`config.mk`:
```
export PLATFORM = sky130hd
export DESIGN_NAME = bcd_countdown_timer
export DESIGN_NICKNAME = d
export VERILOG_FILES = /design/src/rtl/timer_pkg.sv /design/src/rtl/bcd_dec_add.sv /design/src/rtl/bcd_countdown_timer.sv
export SDC_FILE = /design/constraint.sdc
export NUM_CORES = 1
export LEC_CHECK = 0
export BUFFER_PORTS_ARGS = -buffer_cell sky130_fd_sc_hd__buf_2
export CAP_MARGIN = 20
export CELL_PAD_IN_SITES_DETAIL_PLACEMENT = 1
export CELL_PAD_IN_SITES_GLOBAL_PLACEMENT = 1
export CORE_MARGIN = 2
export CORE_UTILIZATION = 40
export DETAILED_ROUTE_END_ITERATION = 12
export PLACE_DENSITY = 0.89
export RECOVER_POWER = 25
export SLEW_MARGIN = 10
export SYNTH_ARGS = -nofsm -noshare
export SYNTH_HDL_FRONTEND = slang
export SYNTH_SLANG_ARGS = --single-unit
```
`constraint.sdc`:
```
create_clock -name Clk -period 4.4 [get_ports Clk]
set_input_delay 0.88 -clock Clk [delete_from_list [all_inputs] [get_ports Clk]]
set_output_delay 0.88 -clock Clk [all_outputs]
set_load 0.05 [all_outputs]
```
`src/rtl/timer_pkg.sv`:
```
// Shared state type and BCD digit helper for the BCD countdown timer.
package timer_pkg;

    typedef enum logic [1:0] {
        T_IDLE    = 2'd0,
        T_RUN     = 2'd1,
        T_PAUSED  = 2'd2,
        T_EXPIRED = 2'd3
    } timer_state_t;

    localparam logic [3:0] BCD_MAX_DIGIT = 4'd9;

    function automatic logic [3:0] bcd_clamp(input logic [3:0] digit);
        logic [3:0] res;
        if (digit > BCD_MAX_DIGIT) begin
            res = BCD_MAX_DIGIT;
        end else begin
            res = digit;
        end
        return res;
    endfunction

endpackage

```
`src/rtl/bcd_dec_add.sv`:
```
// Combinational BCD datapath: optional decrement by one, then saturating add.
module bcd_dec_add
    import timer_pkg::*;
#(
    parameter int DIGITS = 2
) (
    input  logic [4*DIGITS-1:0] value,
    input  logic [4*DIGITS-1:0] addend,
    input  logic                dec_en,
    output logic [4*DIGITS-1:0] result,
    output logic                is_zero
);

    logic [4*DIGITS-1:0] dec_s;
    logic [4*DIGITS-1:0] sum_s;

    // Borrow ripples through zero digits; a zero value is never decremented.
    always_comb begin
        logic       borrow;
        logic [3:0] digit;
        dec_s  = value;
        borrow = dec_en && (value != '0);
        for (int i = 0; i < DIGITS; i++) begin
            digit = value[4*i +: 4];
            if (borrow) begin
                if (digit == 4'd0) begin
                    dec_s[4*i +: 4] = BCD_MAX_DIGIT;
                end else begin
                    dec_s[4*i +: 4] = digit - 4'd1;
                    borrow          = 1'b0;
                end
            end else begin
                dec_s[4*i +: 4] = digit;
            end
        end
    end

    // Per-digit add with decimal carry; a carry out of the top digit saturates.
    always_comb begin
        logic       carry;
        logic [4:0] dsum;
        sum_s = '0;
        carry = 1'b0;
        for (int i = 0; i < DIGITS; i++) begin
            dsum = {1'b0, dec_s[4*i +: 4]} + {1'b0, addend[4*i +: 4]} + {4'b0000, carry};
            if (dsum > 5'd9) begin
                dsum  = dsum - 5'd10;
                carry = 1'b1;
            end else begin
                carry = 1'b0;
            end
            sum_s[4*i +: 4] = dsum[3:0];
        end
        if (carry) begin
            result = {DIGITS{BCD_MAX_DIGIT}};
        end else begin
            result = sum_s;
        end
        is_zero = (result == '0);
    end

endmodule

```
`src/rtl/bcd_countdown_timer.sv`:
```
// BCD countdown timer with run/pause control, runtime load, bonus add,
// warning threshold and one-cycle expiry / second pulses.
module bcd_countdown_timer
    import timer_pkg::*;
#(
    parameter int                  CLK_FREQ   = 50_000_000,
    parameter int                  DIGITS     = 2,
    parameter logic [4*DIGITS-1:0] INIT_BCD   = 'h60,
    parameter logic [4*DIGITS-1:0] WARN_BCD   = 'h10,
    parameter int                  AUTO_START = 1
) (
    input  logic                Clk,
    input  logic                Reset,
    input  logic                start,
    input  logic                pause,
    input  logic                load,
    input  logic [4*DIGITS-1:0] load_value,
    input  logic                add_en,
    input  logic [4*DIGITS-1:0] add_value,
    output logic [4*DIGITS-1:0] time_left,
    output logic                running,
    output logic                warning,
    output logic                time_up,
    output logic                expire_pulse,
    output logic                sec_tick
);

    localparam int                 PW          = (CLK_FREQ > 2) ? $clog2(CLK_FREQ) : 1;
    localparam logic [PW-1:0]      PRESC_MAX   = PW'(CLK_FREQ - 1);
    localparam timer_state_t       RESET_STATE = (AUTO_START != 0) ? T_RUN : T_IDLE;

    timer_state_t        state_q, state_d;
    logic [4*DIGITS-1:0] count_q, count_d;
    logic [PW-1:0]       presc_q, presc_d;
    logic                expire_q, expire_d;
    logic                sec_tick_q, sec_tick_d;

    logic [4*DIGITS-1:0] load_cl_s;
    logic [4*DIGITS-1:0] add_cl_s;
    logic [4*DIGITS-1:0] addend_s;
    logic [4*DIGITS-1:0] sum_s;
    logic                is_zero_s;
    logic                dec_en_s;
    logic                pause_s;
    logic                start_s;
    logic                at_max_s;

    // Any digit above 9 on the load / bonus inputs is treated as 9.
    always_comb begin
        load_cl_s = '0;
        add_cl_s  = '0;
        for (int i = 0; i < DIGITS; i++) begin
            load_cl_s[4*i +: 4] = bcd_clamp(load_value[4*i +: 4]);
            add_cl_s[4*i +: 4]  = bcd_clamp(add_value[4*i +: 4]);
        end
    end

    assign at_max_s = (presc_q == PRESC_MAX);

    // Effective commands after priority (load > add_en > pause > start > tick).
    always_comb begin
        pause_s  = pause && !add_en && (state_q == T_RUN);
        start_s  = start && !pause && !add_en && (count_q != '0) &&
                   ((state_q == T_IDLE) || (state_q == T_PAUSED));
        dec_en_s = !load && !pause_s && (state_q == T_RUN) && at_max_s;
        if (add_en) begin
            addend_s = add_cl_s;
        end else begin
            addend_s = '0;
        end
    end

    bcd_dec_add #(
        .DIGITS (DIGITS)
    ) u_dec_add (
        .value   (count_q),
        .addend  (addend_s),
        .dec_en  (dec_en_s),
        .result  (sum_s),
        .is_zero (is_zero_s)
    );

    // Next-state, count and prescaler selection.
    always_comb begin
        state_d    = state_q;
        count_d    = count_q;
        presc_d    = presc_q;
        sec_tick_d = dec_en_s;
        if (load) begin
            count_d = load_cl_s;
            presc_d = '0;
            state_d = T_IDLE;
        end else if (state_q == T_EXPIRED) begin
            if (add_en && (add_cl_s != '0)) begin
                state_d = T_RUN;
                presc_d = '0;
                count_d = sum_s;
            end else begin
                count_d = count_q;
            end
        end else begin
            count_d = sum_s;
            if ((state_q == T_RUN) && !pause_s) begin
                presc_d = at_max_s ? '0 : presc_q + PW'(1);
            end else begin
                presc_d = presc_q;
            end
            if (pause_s) begin
                state_d = T_PAUSED;
            end else if (start_s) begin
                state_d = T_RUN;
            end else if (dec_en_s && is_zero_s) begin
                state_d = T_EXPIRED;
            end else begin
                state_d = state_q;
            end
        end
        expire_d = (state_d == T_EXPIRED) && (state_q != T_EXPIRED);
    end

    // State, count, prescaler and pulse registers.
    always_ff @(posedge Clk or posedge Reset) begin
        if (Reset) begin
            state_q    <= RESET_STATE;
            count_q    <= INIT_BCD;
            presc_q    <= '0;
            expire_q   <= 1'b0;
            sec_tick_q <= 1'b0;
        end else begin
            state_q    <= state_d;
            count_q    <= count_d;
            presc_q    <= presc_d;
            expire_q   <= expire_d;
            sec_tick_q <= sec_tick_d;
        end
    end

    assign time_left    = count_q;
    assign running      = (state_q == T_RUN);
    assign time_up      = (state_q == T_EXPIRED);
    assign warning      = (count_q != '0) && (count_q <= WARN_BCD) && (state_q != T_IDLE);
    assign expire_pulse = expire_q;
    assign sec_tick     = sec_tick_q;

endmodule

```
**After elaboration in Yosys (flattened, before gate mapping)**

Cells that the tools add are included.

- $add $sub $neg: 8
- Reduce and logical (&&, ||, !) cells: 30
- Eq/ne operators: 7
- Mux-type cells: 30
- Order comparisons: 7

Operators by type and width:

| operator | count |
|---|---|
| 26-bit 2-to-1 mux | 5 |
| 4-bit 2-to-1 mux | 10 |
| 8-bit 2-to-1 mux | 5 |
| 26-bit by 1-bit adder with 26-bit output (second input constant) | 1 |
| 26-bit == test (second input constant) | 1 |
| 4-bit greater-than comparator (second input constant) | 4 |
| 1-bit logical AND | 16 |
| 8-bit nonzero test | 2 |
| 2-bit 2-to-1 mux | 6 |
| 4-bit by 4-bit adder with 5-bit output | 2 |
| 5-bit by 4-bit greater-than comparator with 1-bit output (second input constant) | 2 |
| 8-bit by 5-bit <= comparator with 1-bit output (second input constant) | 1 |
| 4-bit zero test | 2 |
| 8-bit zero test | 1 |
| 4-bit by 1-bit subtractor with 4-bit output (second input constant) | 2 |
| 4-bit subtractor (second input constant) | 2 |
| 2-bit == test (second input constant) | 3 |
| 5-bit by 1-bit adder with 5-bit output | 1 |
| 1-bit zero test | 4 |
| 1-bit 2-to-1 mux | 4 |
| 3-bit by 2-bit inequality test with 1-bit output (second input constant) | 1 |
| 3-bit nonzero test | 1 |
| 2-bit by 1-bit == test with 1-bit output (second input constant) | 1 |
| 2-bit zero test | 1 |
| 4 further kinds | 4 |

- Output and inout bits: 13
- Bits in registers: 38

**Depth between registers and ports, before layout**

Gate-level depths: netlist of the first run.

- Word-level depth: 25
- Mapped depth: 22
- Depth with buffers taken out: 22

**Modules after synthesis**

Synthesis of the first run repeated with hierarchy kept, for this count alone.

- Cell total of the unflattened synthesis: 324
- Area, all modules: 2,790.2 um^2

Modules (own cells, without submodules):

| module | area each (um^2) | times used | cells each | sequential area each (um^2) |
|---|---|---|---|---|
| bcd_countdown_timer | 2,159.6 | 1 | 238 | 954.7 |
| bcd_dec_add | 630.6 | 1 | 86 | 0.0 |

**Worst setup path before layout of the first run**

Ideal clock, no wire load.

- Path type: in2reg
- From: input port pause
- To: register count_q[3] (netlist: time_left[3])
- Stages: 20
- Setup slack: -0.819 ns
- Arrival: 5.085 ns
- Path through: nor2b_1 > or4b_4 > nor3_4 > nand2_1 > o21ai_0 > ha_1 > inv_1 > fa_1 > nor2b_1 > o21ai_0 > nand2_1 > a21oi_1 > fa_1 > fa_1 > nor3b_1 > a21oi_1 > or3b_2 > a21o_1 > a311oi_1 > o31ai_1

- Longest elaborated chain between the ends: 18
- Elaborated cells on any way between the ends: 23
- Those cells by class: add/sub: 4; order compare: 2; mux: 10; reduce/logical: 7

RTL lines:

| element | RTL line | source |
|---|---|---|
| start, declared | bcd_countdown_timer.sv:15 | `input logic pause,` |
| 1-bit logical AND * (2 in series) | bcd_countdown_timer.sv:62 | `pause_s = pause && !add_en && (state_q == T_RUN);` |
| 1-bit zero test * | bcd_countdown_timer.sv:65 | `dec_en_s = !load && !pause_s && (state_q == T_RUN) && at_max_s;` |
| 1-bit logical AND * (3 in series) | bcd_countdown_timer.sv:65 |  |
| net dec_en_s | bcd_countdown_timer.sv:43 | `logic dec_en_s;` |
| 1-bit logical AND * | bcd_dec_add.sv:22 | `borrow = dec_en && (value != '0);` |
| 4-bit 2-to-1 mux | bcd_dec_add.sv:25 | `if (borrow) begin` |
| 4-bit by 4-bit adder with 5-bit output | bcd_dec_add.sv:45 | `dsum = {1'b0, dec_s[4*i +: 4]} + {1'b0, addend[4*i +: 4]} + {4'b0000, carry};` |
| 5-bit by 4-bit greater-than comparator with 1-bit output | bcd_dec_add.sv:46 | `if (dsum > 5'd9) begin` |
| 1-bit 2-to-1 mux | bcd_dec_add.sv:46 |  |
| 5-bit by 1-bit adder with 5-bit output | bcd_dec_add.sv:45 |  |
| 5-bit by 4-bit greater-than comparator with 1-bit output | bcd_dec_add.sv:46 |  |
| 1-bit 2-to-1 mux | bcd_dec_add.sv:46 |  |
| 8-bit 2-to-1 mux * | bcd_dec_add.sv:54 | `if (carry) begin` |
| 8-bit 2-to-1 mux | bcd_countdown_timer.sv:94 | `if (add_en && (add_cl_s != '0)) begin` |
| 8-bit 2-to-1 mux * | bcd_countdown_timer.sv:93 | `end else if (state_q == T_EXPIRED) begin` |
| 8-bit 2-to-1 mux * | bcd_countdown_timer.sv:89 | `if (load) begin` |
| end signal, assigned | bcd_countdown_timer.sv:131 | `count_q <= count_d;` |
| end, declared | bcd_countdown_timer.sv:33 | `logic [4*DIGITS-1:0] count_q, count_d;` |

The timed path passes the listed nets; every way through them passes the cells marked *. The select of a mux whose other input is x is not followed.
A chain may end at the register's enable or synchronous reset.

**Final worst setup path of the first run**

- From: input port pause
- To: register count_q[1] (netlist: time_left[1])

Same word-level chain as after synthesis.

==> run_results.csv, run 1 <==
group,metric,value,unit
routing,drt_pass1_iterations,5,
setup_path,r2r_end,"time_left[1]",
routing,wl_met1,5.32,mm
setup_path,criticalPathCategory,"in2reg",
clock_tree,cts_hold_buf,0,
routing,dr_total_vias,3329,
synth,async_flop_share,100,%
routing,antenna_left,0,
sta,worst_pin_slew,2.25,ns
worst_hold_path,hold_path_depth,1,
grt,grt_pass1_vias,3557,
floorplanning,die_h,87.6,um
synth,synth_cell_types,57,
final_layout,multiInputGateArea,2070,um^2
final_layout,syn2layout_area_growth,49.8,%
sta,finalSetupTns,-7.28,ns
synth,yosys_warnings,0,
place,post_dp_cell_area,3600,um^2
sta,slew_viol_final,39,
routing,met2_length,7.07,mm
floorplanning,die_x,87.6,um
power,combPwrFrac,63.3,%
clock_tree,h-tree-depth,2,
routing,drc_errors,0,
power,power,1.96,mW
routing,totalWireLength,14.0,mm
clock_tree,cts_tree,"yes",
place,dp_slack,-1.02,ns
setup_path,startpoint,"pause",
setup_path,cp-end-kind,"flip-flop",
final_layout,register_area,955,um^2
power,p_int,1.09,mW
power,clockPowerShare,15.0,%
sta,hold_violations,0,
sta,setup_ws,-0.849,ns
power,ir_drop,0.000156,V
routing,route.top_layer_used,"met4",
setup_path,crit_chain,"buf_6 > nor2b_4 > or4b_4 > nor3_4 > buf_4 > nand2_4 > nand2_2 > o21ai_2 > ha_2 > buf_4 > a21o_1 > a21oi_4 > xnor2_4 > a21oi_4 > fa_2 > fa_2 > nor3b_2 > a21oi_1 > or3b_4 > a21o_4 > buf_6 > nor2_4 > a21o_1",
sta,finalSetupViolations,10,
setup_path,r2r_cells,22,
setup_path,crit_family,"simple AND/OR/NAND/NOR gates",
setup_path,critPathMaxFanout,4,
grt,antenna_found_initial,0,
synth,ys.flop_type,"dfrtp_1",
clock_tree,clk_pin_slew,0.09,ns
floorplanning,std_cell_rows,30,
setup_path,critPathLaunchType,"input port",
clock_tree,clk_latency,0.31,ns
final_layout,diodes,0,
synth,synth_edf_count,0,
routing,drt-initial-drc-count,258,
final_layout,layout-drive-gt1-share,42.2,%
clock_tree,cts.sinks,38,
routing,viasPerCell,6.04,
place,hpwl,7.46,mm
setup_path,r2r_slack,-0.81,ns
power,switching_share,44.5,%
grt,grt-ovfl-total,0,
routing,wl_met3,821,um
power,p_seq_share,21.7,%
setup_path,cp.arrival,5.49,ns
routing,wl_per_cell,25.4,um
setup_path,slowest_delay,0.58,ns
sta,finalCritPeriodShare,119,%
grt,grt_first_pass_wirelength,19.1,mm
setup_path,r2r_start,"state_q[0]",
run,max_cap_violations,1,
outcome,status,"complete, but fails checks",
synth,synth_area,2800,um^2
synth,avgSynthCellArea,8.53,um^2
floorplanning,coreArea,6790,um^2
synth,netlist_instances,328,
setup_path,cp_num_buf_inv,4,
floorplanning,start_util,41.2,%
clock_tree,root_buffer,"clkbuf_8",
power,leakage,1.94,nW
synth,ys_seq_elements,38,
floorplanning,io_pins,35,
place,gp_congestion,0.879,
place,io_buffers,34,
sta,rsz0062_at_grt,"true",
synth,syn-num-nets,363,
synth,yosysSeqAreaShare,34.1,%
sta,max_freq,190,MHz
worst_hold_path,worstHoldStart,"presc_q[4]",
final_layout,fillCellCount,791,
worst_hold_path,hp-class,"reg2reg",
sta,post-route-min-period,5.25,ns
power,power_density,467,nW/um^2
setup_path,cp_slowest_cell,"or4b_4",
setup_path,required,4.64,ns
clock_tree,cts_max_path_buffers,2,
final_layout,postLayoutCoreUtil,61.7,%
clock_tree,cts_buffers,5,
sta,relSlewSlack,-50.0,%
grt,grt_max_degree,39,
power,p_switching,873,uW
floorplanning,die-area,7680,um^2
sta,clock_skew,0.0161,ns
worst_hold_path,hold_end,"presc_q[4]",
grt,track_usage,33.3,%
outcome,violations,"capacitance limit, slew limit, setup timing",
final_layout,stdcell_area,4190,um^2
final_layout,nNetsFinal,489,
[worst register-to-register path, stage by stage, from the launching register on]
cell	delay, ns
dfstp_2	0.56
and2b_2	0.23
or4b_4	0.55
nor3_4	0.25
buf_4	0.16
nand2_4	0.06
nand2_2	0.08
o21ai_2	0.06
ha_2	0.21
buf_4	0.14
a21o_1	0.22
a21oi_4	0.24
xnor2_4	0.17
a21oi_4	0.09
fa_2	0.37
fa_2	0.39
nor3b_2	0.22
a21oi_1	0.09
or3b_4	0.39
a21o_4	0.26
buf_6	0.13
nor2_4	0.11
a21o_1	0.17
[area by class of cell]
type	instances	share of cell area, %
clock buffer	8	2.63
inverter	13	1.16
multi-input combinational	270	49.4
sequential	38	22.8
tap	96	2.87
timing repair buffer	126	21.1
[through the flow]
stage | hold WS (ns) | std cells
final | 0.529 | 551
after global routing | 0.570 | 551
after CTS | 0.530 | 545
after detailed placement | 0.520 | 513
after global placement | 0.488 | 513
after floorplan | 0.460 | 328
[cells in the mapped netlist (all sizes together), types with 4 or more instances]
| master | count | area, um^2 |
|---|---|---|
| and3 | 5 | 31.3 |
| nand2 | 35 | 131 |
| xor2 | 13 | 114 |
| clkbuf | 5 | 18.8 |
| a21oi | 15 | 75.1 |
| inv | 13 | 48.8 |
| o21a | 8 | 60.1 |
| o22ai | 4 | 25.0 |
| mux2i | 4 | 40.0 |
| nor3 | 12 | 71.3 |
| o21ai | 26 | 130 |
| xnor2 | 9 | 78.8 |
| nor2b | 9 | 56.3 |
| ha | 10 | 125 |
| nor2 | 31 | 116 |
| nand4 | 5 | 31.3 |
| o31ai | 5 | 37.5 |
| nand2b | 4 | 25.0 |
| nand3 | 13 | 65.1 |
| dfrtp | 35 | 876 |
| and2 | 5 | 31.3 |
| a21o | 5 | 38.8 |
[metal layers]
metal  vias up  GRT usage [%]
li1       1426              -
met1      1659           36.8
met2       172           57.5
met3        72           7.63
met4         0           21.3
met5         -              0
[power by group through the flow]
| stage | Combinational [mW] | Clock, mW | Sequential (mW) |
|---|---|---|---|
| 2_1_floorplan | 0.430 | 0 | 0.507 |
| 3_3_place_gp | 0.782 | 0 | 0.415 |
| 3_5_place_dp | 0.836 | 0 | 0.418 |
| 4_1_cts | 1.00 | 0.293 | 0.412 |
| 5_1_grt | 1.28 | 0.308 | 0.424 |
| 6_report | 1.24 | 0.294 | 0.424 |
[repair_timing]
item,4_1_cts,5_1_grt
setup buffers,24,6
pin swaps,17,10
gates resized for setup,31,19
endpoints found under the setup margin,10,10
[placed cells by master, fill, tap and decap left out, types with 4 or more instances in the layout]
cell type,synthesis,routed
o21ai_0,25,18
o31ai_1,5,4
nand2b_1,4,4
a21oi_1,15,12
nand2_1,35,28
nor3_1,11,8
dfrtp_1,35,35
nand2_2,0,4
and2_1,5,5
buf_6,0,7
inv_1,13,12
and3_1,5,5
o21ai_1,1,5
nor2b_1,9,7
ha_1,10,7
xnor2_1,9,8
nand3_1,13,13
nor2_1,31,30
xor2_1,13,11
o21a_1,8,8
buf_4,2,85
nand4_1,5,5
buf_2,0,33
clkbuf_8,0,8
[cells by family after synthesis]
family | share of synthesized area [%]
xor gates and xnor gates | 6.89
muxes | 2.24
and+or+nand+nor | 30.2
adders and majority gates | 6.62
AOI/OAI and AO/OA | 17.0
DFF | 34.1
buffers and inverters | 2.95
[sequential cells by signal (all words and copies together) (netlist names)]
| signal | flops |
|---|---|
| expire_pulse | 1 |
| state_q | 2 |
| sec_tick | 1 |
| time_left | 8 |
| presc_q | 26 |
[how the worst max path moves through the flow]
stage          slack, ns      endpoint  cells after the start
2_1_floorplan      -0.50  time_left[3]                     20
3_3_place_gp       -0.64  time_left[3]                     21
3_5_place_dp       -1.02  time_left[3]                     21
4_1_cts            -0.51  time_left[3]                     21
5_1_grt            -0.99  time_left[3]                     22
6_report           -0.85  time_left[1]                     23
Power figures use the tool's default switching activity.
==> run 2: changes to the inputs <==
--- a/config.mk
+++ b/config.mk
@@ -9,10 +9,10 @@
 export CAP_MARGIN = 20
 export CELL_PAD_IN_SITES_DETAIL_PLACEMENT = 1
 export CELL_PAD_IN_SITES_GLOBAL_PLACEMENT = 1
-export CORE_MARGIN = 2
-export CORE_UTILIZATION = 40
+export CORE_MARGIN = 1
+export CORE_UTILIZATION = 30
 export DETAILED_ROUTE_END_ITERATION = 12
-export PLACE_DENSITY = 0.89
+export PLACE_DENSITY = 0.72
 export RECOVER_POWER = 25
 export SLEW_MARGIN = 10
 export SYNTH_ARGS = -nofsm -noshare
==> run_results.csv, run 2 (synthesized netlist as in run 1, its figures left out) <==
group,metric,value,unit
outcome,status,"complete, but fails checks",
outcome,violations,"capacitance limit, slew limit, setup timing",
sta,rsz0062_at_grt,"true",
run,max_cap_violations,1,
floorplanning,std_cell_rows,34,
power,power_density,420,nW/um^2
floorplanning,die_x,98.6,um
final_layout,nNetsFinal,479,
power,p_seq_share,24.8,%
final_layout,syn2layout_area_growth,42.0,%
power,combPwrFrac,61.7,%
setup_path,startpoint,"pause",
setup_path,r2r_start,"time_left[1]",
grt,grt_use_met3,2.13,%
setup_path,cp_slowest_cell,"or4b_4",
grt,grt_first_pass_wirelength,14.8,mm
final_layout,layout-drive-gt1-share,39.0,%
sta,finalSetupViolations,10,
final_layout,regMostFlops,"presc_q",
place,dp_slack,-0.877,ns
worst_hold_path,hold_path_depth,1,
grt,met2_usage,36.5,%
sta,worst_pin_slew,2.13,ns
setup_path,required,4.59,ns
final_layout,postLayoutCoreUtil,44.7,%
setup_path,cp.arrival,5.05,ns
routing,drc_errors,0,
final_layout,fillCellCount,1067,
clock_tree,cts_hold_buf,0,
clock_tree,cts_buffers,5,
final_layout,final_common_cell,"buf_4",
place,gp_congestion,0.893,
routing,wl_per_cell,16.8,um
place,io_buffers,34,
floorplanning,die-area,9720,um^2
routing,drt_pass1_iterations,4,
sta,finalCritPeriodShare,111,%
setup_path,critPathLaunchType,"input port",
setup_path,critPathMaxFanout,4,
routing,totalWireLength,9.25,mm
sta,setup_ws,-0.463,ns
clock_tree,h-tree-depth,2,
worst_hold_path,worstHoldStart,"presc_q[4]",
routing,dr_total_vias,2889,
power,switching_share,41.0,%
final_layout,stdcell_count,552,
floorplanning,die_h,98.6,um
clock_tree,clk_latency,0.29,ns
power,p_int,985,uW
routing,drt-initial-drc-count,58,
grt,grt-ovfl-total,0,
grt,grtUsageMet1,23.0,%
floorplanning,coreArea,8890,um^2
setup_path,criticalPathCategory,"in2reg",
power,clockPowerShare,13.5,%
sta,clock_skew,0.00509,ns
grt,grt_busiest_layer,"met2",
sta,post-route-min-period,4.86,ns
worst_hold_path,hp-class,"reg2reg",
clock_tree,cts_max_path_buffers,2,
sta,hold_ws,0.512,ns
grt,track_usage,19.3,%
floorplanning,start_util,31.5,%
sta,relSlewSlack,-42.1,%
power,ir_drop,0.000211,V
final_layout,final_cell_mix,"buf_4 (79), dfrtp_1 (35), buf_2 (33), nand2_1 (31), nor2_1 (30)",
grt,grt_pass1_vias,3065,
power,p_switching,684,uW
setup_path,slowest_delay,0.53,ns
grt,antenna_found_initial,0,
place,place_inst,525,
setup_path,r2r_cells,25,
place,hpwl,6.98,mm
clock_tree,cts.sinks,38,
clock_tree,root_buffer,"clkbuf_8",
sta,slew_viol_final,39,
final_layout,largest_reg_flops,26,
routing,antenna_left,0,
power,leakage,1.85,nW
clock_tree,cts_tree,"yes",
setup_path,cp-end-kind,"flip-flop",
sta,hold_violations,0,
floorplanning,io_pins,35,
routing,viasPerCell,5.23,
sta,max_freq,206,MHz
grt,grt_max_degree,39,
final_layout,diodes,0,
clock_tree,clk_pin_slew,0.07,ns
==> run 2: changes by cell type in the layout (fill, tap and decap cells not counted), sizes merged <==
cell / change
clkinv: +2
clkbuf: -3
buf: -10
==> run 2: critical path: cells and delay by family <==
kind | cells | cell delay (ns)
simple gates | 9 | 1.39
fa+ha+maj | 4 | 1.35
buf+inv | 6 | 0.67
compound gates | 5 | 0.59
mux | 1 | 0.14
==> run 2: power by group through the flow <==
stage | logic (mW) | clock network [mW] | registers (mW)
floorplan | 0.430 | 0 | 0.507
global placement | 0.798 | 0 | 0.416
detailed placement | 0.823 | 0 | 0.418
CTS | 0.945 | 0.235 | 0.413
global route | 1.09 | 0.247 | 0.419
finish | 1.03 | 0.226 | 0.413
==> run 2: area by class of cell <==
class	instances	area, um^2	area share (%)
multi-input cells	270	1960	49.3
flip-flops and latches	38	955	24.0
repair buffers	116	796	20.0
well taps	108	135	3.40
clock buffers	5	68.8	1.73
inverters	13	48.8	1.23
clock inverters	2	10.0	0.252
==> run 2: routing by layer <==
layer / share of wire (%) / wire length (um) / vias to the layer above
met5: 0 / 0 / -
li1: - / - / 1405
met3: 2.2 / 207 / 14
met1: 42 / 3920 / 1428
met2: 53 / 4940 / 42
met4: 1.9 / 178 / 0
==> run 2: timing repair <==
action | in CTS | in global routing
pin swaps | 13 | 9
resized for setup | 22 | 5
endpoints found under the setup margin | 10 | 10
buffers inserted | 11 | 10
==> run 2: path summary, 6_finish.rpt <==
path	endpoint	slack, ns
max reg2reg	time_left[1]	-0.36
min in group asynchronous	sec_tick	1.35
max	time_left[1]	-0.46
min reg2reg	presc_q[4]	0.51
max in group asynchronous	presc_q[15]	1.82
min	presc_q[4]	0.51
==> run 2: metrics by stage <==
step	TNS [ns]	total power, mW	instance area (um^2)
2_1_floorplan	-2.74	0.937	2880
3_3_place_gp	-5.36	1.21	3620
3_5_place_dp	-7.34	1.24	3620
4_1_cts	-2.34	1.59	3880
5_1_grt	-5.34	1.76	3970
6_report	-3.96	1.67	3970
==> run 3: changes to the inputs <==
--- a/config.mk
+++ b/config.mk
@@ -12,7 +12,7 @@
 export CORE_MARGIN = 1
 export CORE_UTILIZATION = 30
 export DETAILED_ROUTE_END_ITERATION = 12
-export PLACE_DENSITY = 0.72
+export PLACE_DENSITY_LB_ADDON = 0.1
 export RECOVER_POWER = 25
 export SLEW_MARGIN = 10
 export SYNTH_ARGS = -nofsm -noshare
==> run_results.csv, run 3 (synthesized netlist as in run 1, its figures left out) <==
group,metric,value,unit
routing,drt-initial-drc-count,49,
worst_hold_path,hp-class,"reg2reg",
place,gp_congestion,0.916,
setup_path,r2r_cells,22,
floorplanning,coreArea,8890,um^2
final_layout,final_common_cell,"buf_4",
final_layout,stdcell_count,550,
routing,dr_total_vias,2810,
routing,wl_per_cell,16.0,um
final_layout,nNetsFinal,476,
worst_hold_path,hold_end,"presc_q[4]",
clock_tree,cts_tree,"yes",
clock_tree,cts_max_path_buffers,2,
sta,rsz0062_at_grt,"true",
final_layout,final_cell_mix,"buf_4 (77), dfrtp_1 (35), buf_2 (33), nand2_1 (32), nor2_1 (30)",
sta,worst_pin_slew,2.22,ns
power,power_density,452,nW/um^2
place,place_inst,532,
setup_path,criticalPathCategory,"in2reg",
sta,finalCritPeriodShare,111,%
setup_path,crit_family,"simple AND/OR/NAND/NOR gates",
clock_tree,clk_latency,0.29,ns
power,ir_drop,0.000169,V
final_layout,diodes,0,
setup_path,slowest_delay,0.53,ns
clock_tree,root_buffer,"clkbuf_8",
setup_path,cp-end-kind,"flip-flop",
grt,grt_first_pass_wirelength,14.2,mm
setup_path,critPathMaxFanout,4,
floorplanning,start_util,31.5,%
floorplanning,die_x,98.6,um
final_layout,stdcell_area,4030,um^2
setup_path,r2r_end,"time_left[0]",
routing,viasPerCell,5.11,
sta,slew_viol_final,39,
setup_path,crit_chain,"buf_6 > nor2b_4 > or4b_4 > nor3_4 > nand2_2 > nand2_1 > o21ai_1 > ha_1 > a21o_1 > a21oi_4 > xnor2_4 > a21oi_2 > fa_2 > fa_2 > nor3b_2 > a21oi_1 > or3b_4 > a21o_4 > buf_4 > o22ai_2 > o21ai_1",
setup_path,cp_slowest_cell,"or4b_4",
sta,post-route-min-period,4.88,ns
sta,finalSetupTns,-3.55,ns
grt,grt_pass1_vias,2971,
final_layout,largest_reg_flops,26,
final_layout,layout-drive-gt1-share,38.0,%
floorplanning,io_pins,35,
routing,antenna_left,0,
clock_tree,cts.sinks,38,
grt,grt-ovfl-total,0,
worst_hold_path,worstHoldStart,"presc_q[4]",
floorplanning,die-area,9720,um^2
grt,grt_max_degree,39,
place,hpwl,6.72,mm
sta,finalSetupViolations,10,
setup_path,cp.arrival,5.05,ns
outcome,status,"complete, but fails checks",
worst_hold_path,hold_path_depth,1,
setup_path,cp_num_buf_inv,2,
clock_tree,cts_buffers,5,
place,post_dp_cell_area,3670,um^2
routing,totalWireLength,8.81,mm
grt,antenna_found_initial,0,
place,dp_slack,-0.834,ns
clock_tree,clk_pin_slew,0.08,ns
sta,setup_ws,-0.477,ns
setup_path,r2r_slack,-0.34,ns
final_layout,regMostFlops,"presc_q",
floorplanning,std_cell_rows,34,
setup_path,required,4.58,ns
sta,relSlewSlack,-48.1,%
outcome,violations,"capacitance limit, slew limit, setup timing",
final_layout,syn2layout_area_growth,44.1,%
run,max_cap_violations,1,
setup_path,r2r_start,"time_left[0]",
sta,clock_skew,0.00586,ns
routing,drc_errors,0,
floorplanning,die_h,98.6,um
clock_tree,h-tree-depth,2,
place,io_buffers,34,
sta,hold_violations,0,
setup_path,critPathLaunchType,"input port",
grt,track_usage,18.6,%
sta,max_freq,205,MHz
power,leakage,1.86,nW
routing,drt_pass1_iterations,4,
power,power,1.82,mW
[run 3: power breakdown]
| part | internal [mW] | leakage (nW) | switching (mW) |
|---|---|---|---|
| clock network | 0.242 | 0.0714 | 0.135 |
| registers | 0.383 | 0.506 | 0.0297 |
| logic | 0.497 | 1.28 | 0.535 |
[run 3: how the worst max path moves through the flow]
stage,from,depth (start not counted),to,slack [ns]
after global placement,pause,20,expire_pulse,-0.72
after CTS,pause,21,time_left[3],-0.43
after floorplan,pause,20,time_left[3],-0.50
after detailed placement,pause,21,time_left[3],-0.83
after global routing,pause,20,time_left[3],-0.67
final,pause,21,time_left[0],-0.48
[run 3: per-layer routing]
layer | share of wire (%) | GRT usage [%] | up-vias
met5 | 0 | 0 | -
met1 | 45 | 22.3 | 1353
met3 | 2.1 | 2.70 | 13
met4 | 1.8 | 5.51 | 0
li1 | - | - | 1403
met2 | 51 | 34.3 | 41
[run 3: cell type report]
class	count	area (um^2)
fill	1047	4860
multi-input combinational	270	1980
sequential	38	955
timing repair buffer	113	769
tap	108	135
clock buffer	6	82.6
clock inverter	2	60.1
inverter	13	48.8
[run 3: per-stage QoR]
stage                     util (%)  hold slack (ns)
after global placement        41.3            0.501
after global routing          45.4            0.544
after floorplan                  -            0.460
after CTS                     44.7            0.518
after detailed placement      41.3            0.503
final                         45.4            0.513
[run 3: timing repair]
item	4_1_cts	5_1_grt
resized for setup	19	8
endpoints found under the setup margin	10	10
hold buffers	0	0
pin swaps	10	1
buffers inserted	7	3
cloned	0	0
[run 3: worst reg2reg max path, delay by kind of cell (launching register included)]
family                   cells  cell delay [ns]
XOR/XNOR                     1             0.14
AO/OA/AOI/OAI                8             1.09
AND/OR/NAND/NOR              7             1.58
flip-flops                   1             0.39
adder cells (fa/ha/maj)      4             1.18
buffers and inverters        2             0.23
